===== src/rtl/axi_wr_arbiter.sv =====
// rtl/axi_wr_arbiter.sv - round-robin arbiter and sequencer for a shared AXI write channel
//
// Grants the AW/W/B path to one of three masters for one complete write
// transaction (AW handshake, last W beat, B handshake), then rotates
// priority. A watchdog releases a grant whose transaction stalls.
//
// Ports:
//   sys_clk, sys_rstn         clock (rising edge), asynchronous active-low reset
//   wr_req_0..2               latched per-master write requests
//   s_awvalid, m_awready      AW handshake (granted master / slave)
//   s_wvalid, s_wlast,
//   m_wready                  W handshake and last-beat marker
//   m_bvalid, s_bready        B handshake (slave / granted master)
//   wr_grant                  one-hot grant, 3'b000 when idle
//   wr_busy                   high while a grant is active
//   wr_done                   one-cycle pulse on the accepted B handshake
//   wr_timeout                one-cycle pulse on watchdog release

module axi_wr_arbiter #(
  parameter int TIMEOUT = 1024,
  parameter int CNT_W   = 11
) (
  input  logic       sys_clk,
  input  logic       sys_rstn,
  input  logic       wr_req_0,
  input  logic       wr_req_1,
  input  logic       wr_req_2,
  input  logic       s_awvalid,
  input  logic       m_awready,
  input  logic       s_wvalid,
  input  logic       s_wlast,
  input  logic       m_wready,
  input  logic       m_bvalid,
  input  logic       s_bready,
  output logic [2:0] wr_grant,
  output logic       wr_busy,
  output logic       wr_done,
  output logic       wr_timeout
);

  typedef enum logic [1:0] {
    IDLE = 2'd0,
    XFER = 2'd1,
    RESP = 2'd2
  } state_t;

  // Last count value before forced release; only meaningful when TIMEOUT > 0.
  localparam logic [CNT_W-1:0] CNT_LAST = CNT_W'(TIMEOUT - 1);

  state_t           state;
  logic [1:0]       ptr;       // index of the most recently served master
  logic [1:0]       gnt_idx;   // index of the currently granted master
  logic             aw_done;
  logic             w_done;
  logic [CNT_W-1:0] cnt;

  logic [2:0] req;
  logic       aw_hs;
  logic       w_hs;
  logic       b_hs;
  logic       expire;
  logic [1:0] cand0;
  logic [1:0] cand1;
  logic [1:0] cand2;
  logic [1:0] sel_idx;
  logic       sel_valid;

  assign req    = {wr_req_2, wr_req_1, wr_req_0};
  assign aw_hs  = s_awvalid && m_awready;
  assign w_hs   = s_wvalid && m_wready && s_wlast;
  assign b_hs   = m_bvalid && s_bready;
  assign expire = (TIMEOUT > 0) && (cnt == CNT_LAST);

  // Scan order starts at the master after the last one served.
  always_comb begin
    cand0 = 2'd0;
    cand1 = 2'd1;
    cand2 = 2'd2;
    case (ptr)
      2'd0: begin cand0 = 2'd1; cand1 = 2'd2; cand2 = 2'd0; end
      2'd1: begin cand0 = 2'd2; cand1 = 2'd0; cand2 = 2'd1; end
      default: begin cand0 = 2'd0; cand1 = 2'd1; cand2 = 2'd2; end
    endcase
  end

  always_comb begin
    sel_valid = |req;
    if (req[cand0])      sel_idx = cand0;
    else if (req[cand1]) sel_idx = cand1;
    else                 sel_idx = cand2;
  end

  always_ff @(posedge sys_clk or negedge sys_rstn) begin
    if (!sys_rstn) begin
      state      <= IDLE;
      ptr        <= 2'd2;
      gnt_idx    <= 2'd0;
      aw_done    <= 1'b0;
      w_done     <= 1'b0;
      cnt        <= '0;
      wr_grant   <= 3'b000;
      wr_busy    <= 1'b0;
      wr_done    <= 1'b0;
      wr_timeout <= 1'b0;
    end else begin
      wr_done    <= 1'b0;
      wr_timeout <= 1'b0;

      // Saturating age of the current grant.
      if (state != IDLE && cnt != '1) cnt <= cnt + 1'b1;

      case (state)
        IDLE: begin
          if (sel_valid) begin
            state    <= XFER;
            gnt_idx  <= sel_idx;
            wr_grant <= 3'b001 << sel_idx;
            wr_busy  <= 1'b1;
            aw_done  <= 1'b0;
            w_done   <= 1'b0;
            cnt      <= '0;
          end
        end

        XFER: begin
          if (expire) begin
            wr_timeout <= 1'b1;
            ptr        <= gnt_idx;
            wr_grant   <= 3'b000;
            wr_busy    <= 1'b0;
            state      <= IDLE;
          end else begin
            if (aw_hs) aw_done <= 1'b1;
            if (w_hs)  w_done  <= 1'b1;
            // AW and last W may complete in either order or together.
            if ((aw_done || aw_hs) && (w_done || w_hs)) state <= RESP;
          end
        end

        RESP: begin
          // A response on the expiry cycle still completes normally.
          if (b_hs || expire) begin
            wr_done    <= b_hs;
            wr_timeout <= !b_hs;
            ptr        <= gnt_idx;
            wr_grant   <= 3'b000;
            wr_busy    <= 1'b0;
            state      <= IDLE;
          end
        end

        default: begin
          state    <= IDLE;
          wr_grant <= 3'b000;
          wr_busy  <= 1'b0;
        end
      endcase
    end
  end

endmodule


===== config.mk =====
export PLATFORM = sky130hd
export DESIGN_NAME = axi_wr_arbiter
export DESIGN_NICKNAME = d
export VERILOG_FILES = /design/src/rtl/axi_wr_arbiter.sv
export SDC_FILE = /design/constraint.sdc
export NUM_CORES = 1
export LEC_CHECK = 0
export ABC_AREA = 0
export CAP_MARGIN = 15
export CORE_MARGIN = 3
export CORE_UTILIZATION = 43
export CTS_BUF_LIST = sky130_fd_sc_hd__clkbuf_4 sky130_fd_sc_hd__clkbuf_8
export CTS_CLUSTER_SIZE = 10
export DETAILED_ROUTE_END_ITERATION = 10
export PLACE_DENSITY_LB_ADDON = 0.2
export SYNTH_ARGS = -nofsm -noshare
export SYNTH_HDL_FRONTEND = slang
export SYNTH_SLANG_ARGS = --single-unit

===== constraint.sdc =====
create_clock -name sys_clk -period 5.1 [get_ports sys_clk]
set_clock_uncertainty 0.05 [all_clocks]
set_input_delay 0.51 -clock sys_clk [delete_from_list [all_inputs] [get_ports sys_clk]]
set_output_delay 0.51 -clock sys_clk [all_outputs]
set_load 0.02 [all_outputs]

# == After elaboration in Yosys (flattened, before gate mapping) ==
# Index checks and enable logic that the tools add are counted.
# word_totals
input_bits,12
elab_cells,88
output_inout_bits,6
reg_bits,25
# op_classes
reduce_logical,22
n_eq_ne,12
order_cmp,2
add_sub_neg,1
shifts,1
n_mux,40
# op_table
cell,count
$mux W11,3
$mux W2,8
$pmux W2 S2,4
$mux W1,14
$ne A2 B2 Y1 const B,6
$add A11 B1 Y11 const B,1
$eq A11 B10 Y1 const B,1
$ne A11 B11 Y1 const B,1
$mux W3,3
$pmux W3 S3,1
$reduce_and A3 Y1,3
$reduce_and A4 Y1,2
$logic_and A1 B1 Y1,6
$lt A2 B3 Y1 const B,2
$pmux W1 S2,3
$pmux W2 S3,1
$reduce_bool A2 Y1,3
$bmux W1 S2,2
$eq A2 B1 Y1 const B,2
$logic_not A2 Y1,2
$logic_or A1 B1 Y1,3
$ne A3 B3 Y1 const B,1
$pmux W1 S3,1
$reduce_or A3 Y1,1
other kinds (4),4

# == Longest topological paths before layout ==
# Gate-level depths: netlist of the first run.
# depth
depth_word,9
ltp_mapped,7
ltp_nobuf,6

# == Worst setup path after synthesis of the first run ==
# No wires, ideal clock.
# synth_path
path_kind,register -> register
start,reg state[0]
end,reg state[0]
synth_period_minus_slack_ns,1.827
setup_time_ns,0.101
setup_slack_ns,3.273
stages_incl_launch_ff,7
t_required_ns,4.949
arrival_time_ns,1.676
n_path_buf,1
cell_sequence,dfrtp_1 inv_1 ha_1 or4b_1 buf_2 a21boi_1 o311ai_2
# synth_between
elab_chain_cells,3
elab_cells_between_ends,8
cone_classes,eq/ne: 5; mux: 1; reduce/logical: 2
# synth_lines
element,line,rtl
from (decl),50,state_t state;
from (signal assigned),95,state <= IDLE;
from (signal assigned),115,state <= XFER;
from (signal assigned),131,state <= IDLE;
"$eq A2 B1 Y1, or another cell as far along",112,case (state)
$ne A3 B3 Y1 (no line) or $ne A2 B2 Y1 (tied branches),--,
$reduce_and A3 Y1 (no line),--,
# Parallel ways exist; a longest one is shown, timed or not.
# A chain may end at the register's enable or synchronous reset.

# == Worst setup path after layout of the first run ==
# Same ends and word-level chain as after synthesis.

==> results.json, run 1 <==
{
  "outcome": "finished clean",
  "synth_area_sq_mm": 0.00139,
  "insertion_delay_ns": 0.32,
  "h-tree-depth": 1,
  "start_util": 0.452,
  "power_density_mw_per_mm2": 426,
  "tightest_slew_ns": 0.427,
  "drt_wl_total_mm": 2.84,
  "synthArstFlopShare": 1.00,
  "grt_pass1_wl_mm": 4.97,
  "port_buffers": 17,
  "cp.arrival_ns": 2.25,
  "clock.fmax_mhz": 485,
  "drv_slew": 0,
  "start_kind": "register",
  "finish.net_count": 167,
  "syn_to_final_growth_pct": 18.1,
  "yosys_warnings": 0,
  "ctsResizeCount": 0,
  "grt_remaining_overflow": 0,
  "setup_viol": 0,
  "layout_min_cycle_time_ns": 2.06,
  "ys_types": 49,
  "synthCells": 129,
  "drtAntennaViolNets": 0,
  "synth_flop_cell": "dfrtp_1",
  "detailed_place_hpwl_mm": 2.10,
  "crit_type": "register to register",
  "wire_per_inst_microns": 14.7,
  "grt_util_all_layers": 0.153,
  "slew_headroom": 0.713,
  "diodes": 0,
  "die_area_sq_mm": 0.00396,
  "ys_seq_elements": 25,
  "worstSetupEndpointType": "register",
  "core_sq_mm": 0.00308,
  "drive_gt1_frac": 0.114,
  "nFillCells": 280,
  "setup_tns_ns": 0,
  "grt_max_degree": 26,
  "die_width_microns": 62.9,
  "seqCellArea_sq_um": 627,
  "power.total_w": 0.000701,
  "seq_area_frac_synth": 0.450,
  "crit_required_ns": 5.29,
  "num_rows": 20,
  "cts_setup_buffers": 0,
  "clk_pin_slew_ns": 0.14,
  "routed_via_density": 5.63,
  "peakVddDrop_uv": 222,
  "final_common_cell": "dfrtp_1",
  "final-hold-violation-count": 0,
  "ios": 18,
  "max_cap_violations": 0,
  "grt_pass1_vias": 1137,
  "mostFrequentLayoutCells": "dfrtp_1 (24), clkdlybuf4s50_1 (17), nand2_1 (11)",
  "synth_edf_count": 0,
  "syn_nets": 146,
  "die_h_microns": 62.9,
  "place.gp.congestion": 0.797,
  "rsz0062_at_grt": "false",
  "firstDrtPassIters": 4,
  "cts_tree": "done",
  "syn_avg_cell_area_sq_um": 10.8,
  "clk_path_buf_depth": 2,
  "root_buffer": "clkbuf_4",
  "route.detailed.drc": 0,
  "p_leak_nw": 0.697,
  "fin_crit_sh": 0.404,
  "path_max_fanout": 9,
  "min_path_type": "register to register",
  "via_count": 1087,
  "cts_hold_buf": 0,
  "antenna_found_initial": 0,
  "clkSinkCount": 25,
  "multiInputGateArea_sq_um": 733,
  "detailedRoute.firstIterationViolations": 50,
  "cts_made_buffers": 3
}
where the power goes:
group          internal (W)  leakage [nW]  switching, W
registers          0.000250         0.330     0.0000370
logic              0.000142         0.348      0.000174
clock network     0.0000359        0.0184     0.0000616
synthesized netlist by cell type (2+ instances only):
cell type | instances | share of area
nand4_4 | 2 | 0.031
o311ai_0 | 2 | 0.013
o41ai_1 | 2 | 0.013
nand3_1 | 2 | 0.0072
o21ai_0 | 5 | 0.018
a21o_1 | 2 | 0.011
inv_1 | 6 | 0.016
nor3_1 | 2 | 0.0072
buf_2 | 2 | 0.0072
mux2_2 | 2 | 0.016
mux2i_1 | 3 | 0.022
ha_1 | 5 | 0.045
a41oi_1 | 2 | 0.013
o2bb2ai_1 | 2 | 0.013
and3_1 | 4 | 0.018
nor4_4 | 2 | 0.031
nor2_1 | 8 | 0.022
a31oi_1 | 4 | 0.018
dfrtp_1 | 24 | 0.43
o22a_1 | 2 | 0.013
a21oi_1 | 8 | 0.029
nand2_1 | 11 | 0.030
worst paths after layout:
path                               end  cells past startpoint   startpoint  slack, ns
max                           state[0]                      5     state[0]       3.04
min                        wr_grant[2]                      1  wr_grant[2]       0.46
max reg2reg                   state[0]                      5     state[0]       3.04
min reg2reg                wr_grant[2]                      1  wr_grant[2]       0.46
max in group asynchronous       ptr[1]                      2     sys_rstn       4.22
min in group asynchronous   wr_timeout                      2     sys_rstn       0.47
kinds of logic (layout without fill, tap and decap cells):
logic type / Yosys count / count (layout) / share of synthesized area
and+or+nand+nor: 43 / 43 / 0.212
adders and majority gates: 5 / 5 / 0.0449
DFF: 25 / 25 / 0.450
xor gates and xnor gates: 1 / 1 / 0.00629
muxes: 5 / 5 / 0.0377
AOI/OAI and AO/OA: 42 / 42 / 0.226
buffers and inverters: 8 / 28 / 0.0234
flip-flops by register name, indices dropped and copies added (netlist names):
register    flops
cnt            11
wr_busy         1
gnt_idx         2
wr_grant        3
aw_done         1
ptr             2
wr_timeout      1
w_done          1
wr_done         1
state           2
routing by layer:
layer / wire length [microns] / up-vias / track usage
met5: 0 / - / 0
li1: - / 536 / -
met4: 15 / 0 / 0.0579
met2: 1430 / 19 / 0.269
met3: 92 / 2 / 0.0180
met1: 1310 / 530 / 0.192
area by class of cell:
type | count | share of cell area
repair buffers | 18 | 0.108
well taps | 44 | 0.0335
flip-flops and latches | 25 | 0.381
clock buffers | 4 | 0.0183
inverters | 6 | 0.0137
multi-input cells | 96 | 0.446
worst max-delay path, stage by stage (launching register included):
cell and delay [ns]:
dfrtp_1 0.40, inv_1 0.14, ha_1 0.33, or4b_1 0.60
a21boi_1 0.20, o311ai_2 0.25
through the flow:
step	util	cells	setup WS, ns	area [sq um]	hold slack (ns)
3_5_place_dp	0.525	189	2.81	1620	0.430
3_3_place_gp	0.525	189	2.87	1620	0.426
5_1_grt	0.535	193	2.84	1650	0.493
2_1_floorplan	-	129	3.27	1390	0.164
4_1_cts	0.535	193	3.03	1650	0.464
6_report	0.535	193	3.04	1650	0.464
Note: power is estimated with default switching activity, not from simulation.
==> run 2: changes to the inputs <==
Clock period 5.1 ns to 2.1 ns, I/O delays scaled along.
==> run 2 against run 1 <==
Net effect:
- critical path depth up 1
- largest cell class unchanged
- global-route usage up 1.0 points
- largest power group unchanged
- sequential share of layout area down 0.77 points
- utilization up 1.1 points
- routed wire length up 3.4%
- critical path type unchanged
==> results.json, run 2 (synthesis gave the netlist of run 1 again) <==
{
  "die_h_microns": 62.9,
  "slew_headroom": 0.733,
  "start_kind": "register",
  "core_sq_mm": 0.00308,
  "largest_register_ffs": 11,
  "clkSinkCount": 25,
  "via_count": 1129,
  "ios": 18,
  "drt_wl_total_mm": 2.94,
  "insertion_delay_ns": 0.32,
  "peakVddDrop_uv": 531,
  "grt_util_all_layers": 0.163,
  "min_path_type": "primary input to async pin",
  "setup_viol": 0,
  "die_area_sq_mm": 0.00396,
  "cts_made_buffers": 3,
  "rsz0062_at_grt": "false",
  "multiInputGateArea_sq_um": 739,
  "clock.fmax_mhz": 517,
  "clk_path_buf_depth": 2,
  "h-tree-depth": 1,
  "syn_to_final_growth_pct": 20.6,
  "route.detailed.drc": 0,
  "outcome": "finished clean",
  "finish.net_count": 171,
  "layout_min_cycle_time_ns": 1.93,
  "drv_slew": 0,
  "path_max_fanout": 9,
  "setup_tns_ns": 0,
  "start_util": 0.452,
  "wire_per_inst_microns": 14.9,
  "firstDrtPassIters": 4,
  "p_leak_nw": 0.716,
  "routed_via_density": 5.73,
  "grt_remaining_overflow": 0,
  "cts_tree": "done",
  "seqCellArea_sq_um": 627,
  "detailed_place_hpwl_mm": 2.23,
  "final-hold-violation-count": 0,
  "reg_top3": "cnt: 11 flops, wr_grant: 3 flops",
  "power_density_mw_per_mm2": 1030,
  "antenna_found_initial": 0,
  "power.total_w": 0.00173,
  "fin_crit_sh": 0.920,
  "place.gp.congestion": 0.804,
  "cp.arrival_ns": 2.12,
  "detailedRoute.firstIterationViolations": 41,
  "diodes": 0,
  "grt_max_degree": 26,
  "mostFrequentLayoutCells": "dfrtp_1 (24), clkdlybuf4s50_1 (17), nand2_1 (11)",
  "top_register": "cnt",
  "worstSetupEndpointType": "register",
  "crit_type": "register to register",
  "drive_gt1_frac": 0.150,
  "grt_pass1_wl_mm": 5.26,
  "whs_ns": 0.184,
  "root_buffer": "clkbuf_4",
  "final_common_cell": "dfrtp_1",
  "drtAntennaViolNets": 0,
  "die_width_microns": 62.9,
  "num_rows": 20,
  "crit_required_ns": 2.29,
  "max_cap_violations": 0,
  "cts_setup_buffers": 0,
  "port_buffers": 17,
  "tightest_slew_ns": 0.397,
  "grt_pass1_vias": 1183,
  "clk_pin_slew_ns": 0.14,
  "nFillCells": 293
}
[run 2: changes by cell type in the layout (fill, tap and decap cells not counted), sizes merged]
| cell | change |
|---|---|
| buf | +4 |
| clkbuf | -1 |
| clkinv | +1 |
[run 2: worst max-delay path, stage by stage (launching register included)]
cell,delay (ns)
dfrtp_1,0.41
inv_1,0.15
ha_2,0.28
or4b_4,0.53
o211ai_2,0.11
a31oi_1,0.09
o311ai_2,0.22
[run 2: per-layer routing]
metal | wire (microns) | vias up | GRT usage | part of all wire
met5 | 0 | - | 0 | 0
met1 | 1340 | 560 | 0.200 | 0.46
met3 | 90 | 4 | 0.0270 | 0.031
li1 | - | 546 | - | -
met2 | 1480 | 19 | 0.290 | 0.50
met4 | 25 | 0 | 0.0523 | 0.0085
[run 2: what timing repair did]
action | 4_1_cts | 5_1_grt
resized for setup | 0 | 2
hold buffers | 0 | 0
endpoints found under the setup margin | 0 | 5
[run 2: through the flow]
step	std cells	cell area (sq um)	util	setup slack (ns)
final	197	1680	0.546	0.167
after global routing	197	1680	0.546	0.0600
after CTS	197	1670	0.543	0.0142
after detailed placement	193	1650	0.535	0.0667
after global placement	193	1650	0.535	0.140
after floorplan	129	1390	-	0.273
[run 2: where the power goes]
part | leakage [nW] | internal (W) | switching, W | total (W)
logic | 0.367 | 0.000380 | 0.000433 | 0.000813
registers | 0.330 | 0.000609 | 0.0000961 | 0.000705
clock network | 0.0177 | 0.0000713 | 0.000145 | 0.000216
[run 2: final timing paths]
kind                                  from  depth (start not counted)  slack [ns]          to
max in group asynchronous         sys_rstn                          2        1.51      ptr[1]
min in group sys_clk              s_bready                          2        0.45     wr_done
worst min register to register  gnt_idx[0]                          2        0.45  gnt_idx[0]
worst min-delay path              sys_rstn                          2        0.18      cnt[9]
worst max register to register    state[0]                          6        0.17    state[0]
worst max-delay path              state[0]                          6        0.17    state[0]
[run 2: area by class of cell]
type | count | area share
clock buffer | 3 | 0.0134
multi-input combinational | 96 | 0.440
inverter | 6 | 0.0134
timing repair buffer | 22 | 0.124
sequential | 25 | 0.373
clock inverter | 1 | 0.00298
tap | 44 | 0.0328
==> run 3: changes to the inputs <==
Settings changed: CTS_CLUSTER_DIAMETER set to 80.
Clock period 2.1 ns to 2.3 ns, I/O delays scaled along.
==> run 3 against run 2 <==
Net effect:
- sequential share of layout area up 0.25 points
- clock power decreased by 6%
- via count shrank 2.3%
- sequential power shrank 8.9%
- routed wire length is 2.3% lower
- non-clock buffer count is 1 lower
- cell count decreased by 0.51%
- first-iteration DRC count down 24%
- fmax down 6.7%
- combinational power decreased by 11%
- global-route usage is 0.18 points lower
- power is 9.6% lower
- critical path type unchanged
- critical endpoint unchanged
- largest power group unchanged
==> results.json, run 3 (synthesis gave the netlist of run 1 again) <==
{
  "grt_pass1_wl_mm": 5.15,
  "detailedRoute.firstIterationViolations": 31,
  "drv_slew": 0,
  "power_density_mw_per_mm2": 940,
  "final-hold-violation-count": 0,
  "nFillCells": 276,
  "diodes": 0,
  "drive_gt1_frac": 0.132,
  "gr-usage-met3": 0.0288,
  "num_rows": 20,
  "outcome": "finished clean",
  "largest_register_ffs": 11,
  "insertion_delay_ns": 0.30,
  "final_common_cell": "dfrtp_1",
  "clk_path_buf_depth": 2,
  "p_leak_nw": 0.711,
  "h-tree-depth": 1,
  "layout_min_cycle_time_ns": 2.07,
  "rsz0062_at_grt": "false",
  "critPathMaxStageDelay_ns": 0.60,
  "die_width_microns": 62.9,
  "drt_wl_total_mm": 2.87,
  "peakVddDrop_uv": 491,
  "clk_pin_slew_ns": 0.13,
  "root_buffer": "clkbuf_4",
  "multiInputGateArea_sq_um": 733,
  "cp.arrival_ns": 2.24,
  "max_cap_violations": 0,
  "route.detailed.drc": 0,
  "reg_top3": "cnt: 11 flops, wr_grant: 3 flops",
  "timing.critical_path.slowest_stage_cell": "or4b_1",
  "fin_crit_sh": 0.901,
  "crit_required_ns": 2.47,
  "clkSinkCount": 25,
  "min_path_type": "primary input to async pin",
  "syn_to_final_growth_pct": 19.8,
  "top_usage_layer": "met2",
  "grt_remaining_overflow": 0,
  "grt_use_met2": 0.275,
  "die_area_sq_mm": 0.00396,
  "firstDrtPassIters": 4,
  "whs_ns": 0.219,
  "ctsResizeCount": 0,
  "reg2reg_from": "state[0]",
  "grt_util_all_layers": 0.162,
  "seqCellArea_sq_um": 627,
  "setup_tns_ns": 0,
  "detailed_place_hpwl_mm": 2.25,
  "met1_usage": 0.203,
  "slew_headroom": 0.704,
  "worstPathCellList": "inv_1 > ha_1 > or4b_1 > o211ai_2 > a31oi_1 > o311ai_2",
  "worstSetupEndpointType": "register",
  "top_register": "cnt",
  "clock.fmax_mhz": 483,
  "place.gp.congestion": 0.800,
  "wire_per_inst_microns": 14.7,
  "port_buffers": 17,
  "reg2reg_depth": 6,
  "setup_viol": 0,
  "ff2ff_setup_slack_ns": 0.23,
  "crit_type": "register to register",
  "die_h_microns": 62.9,
  "antenna_found_initial": 0,
  "cts_tree": "done",
  "ios": 18,
  "drtAntennaViolNets": 0,
  "via_count": 1103,
  "start_util": 0.452,
  "grt_max_degree": 26,
  "cts_hold_buf": 0,
  "mostFrequentLayoutCells": "dfrtp_1 (24), clkdlybuf4s50_1 (17), nand2_1 (11)",
  "start_kind": "register",
  "r2r_end": "state[0]",
  "cts_setup_buffers": 0,
  "cts_made_buffers": 3,
  "path_max_fanout": 9,
  "finish.net_count": 170,
  "grt_pass1_vias": 1179,
  "tightest_slew_ns": 0.444,
  "core_sq_mm": 0.00308,
  "routed_via_density": 5.63
}
[run 3: cell count changes in the layout (fill, tap and decap cells not counted), sizes merged]
cell,change
buf,-1
clkbuf,+1
clkinv,-1
[run 3: worst max-delay path by stage]
stage          slack [ns]     start       end
2_1_floorplan        0.47  state[0]  state[0]
3_3_place_gp         0.34  state[0]  state[0]
3_5_place_dp         0.26  state[0]  state[0]
4_1_cts              0.23  state[0]  state[0]
5_1_grt              0.09  state[0]  state[0]
6_report             0.23  state[0]  state[0]
[run 3: metal layers]
metal	part of all wire	vias to the layer above
met1	0.45	529
met3	0.030	4
met2	0.50	24
met5	0	-
li1	-	546
met4	0.013	0
[run 3: worst max-delay path: cells and delay by family (launching register included)]
family / cells / cell delay (ns)
simple gates: 1 / 0.60
fa+ha+maj: 1 / 0.33
flops: 1 / 0.41
buf+inv: 1 / 0.14
compound gates: 3 / 0.46
[run 3: cell type report]
class | instances | share of cell area
clock buffers | 4 | 0.0180
inverters | 6 | 0.0135
multi-input cells | 96 | 0.440
flip-flops and latches | 25 | 0.376
well taps | 44 | 0.0330
repair buffers | 21 | 0.120
[run 3: stage by stage]
step	util	area (sq um)	total power, W	instances	worst slack, ns
after global routing	0.542	1670	0.00171	196	0.0907
after detailed placement	0.532	1640	0.00138	192	0.259
after floorplan	-	1390	0.00114	129	0.473
final	0.542	1670	0.00157	196	0.227
after global placement	0.532	1640	0.00135	192	0.344
after CTS	0.542	1670	0.00159	196	0.228
[run 3: power breakdown]
part,internal [W],leakage [nW],switching (W)
clock,0.0000794,0.0184,0.000123
sequential,0.000556,0.330,0.0000862
combinational,0.000329,0.362,0.000394
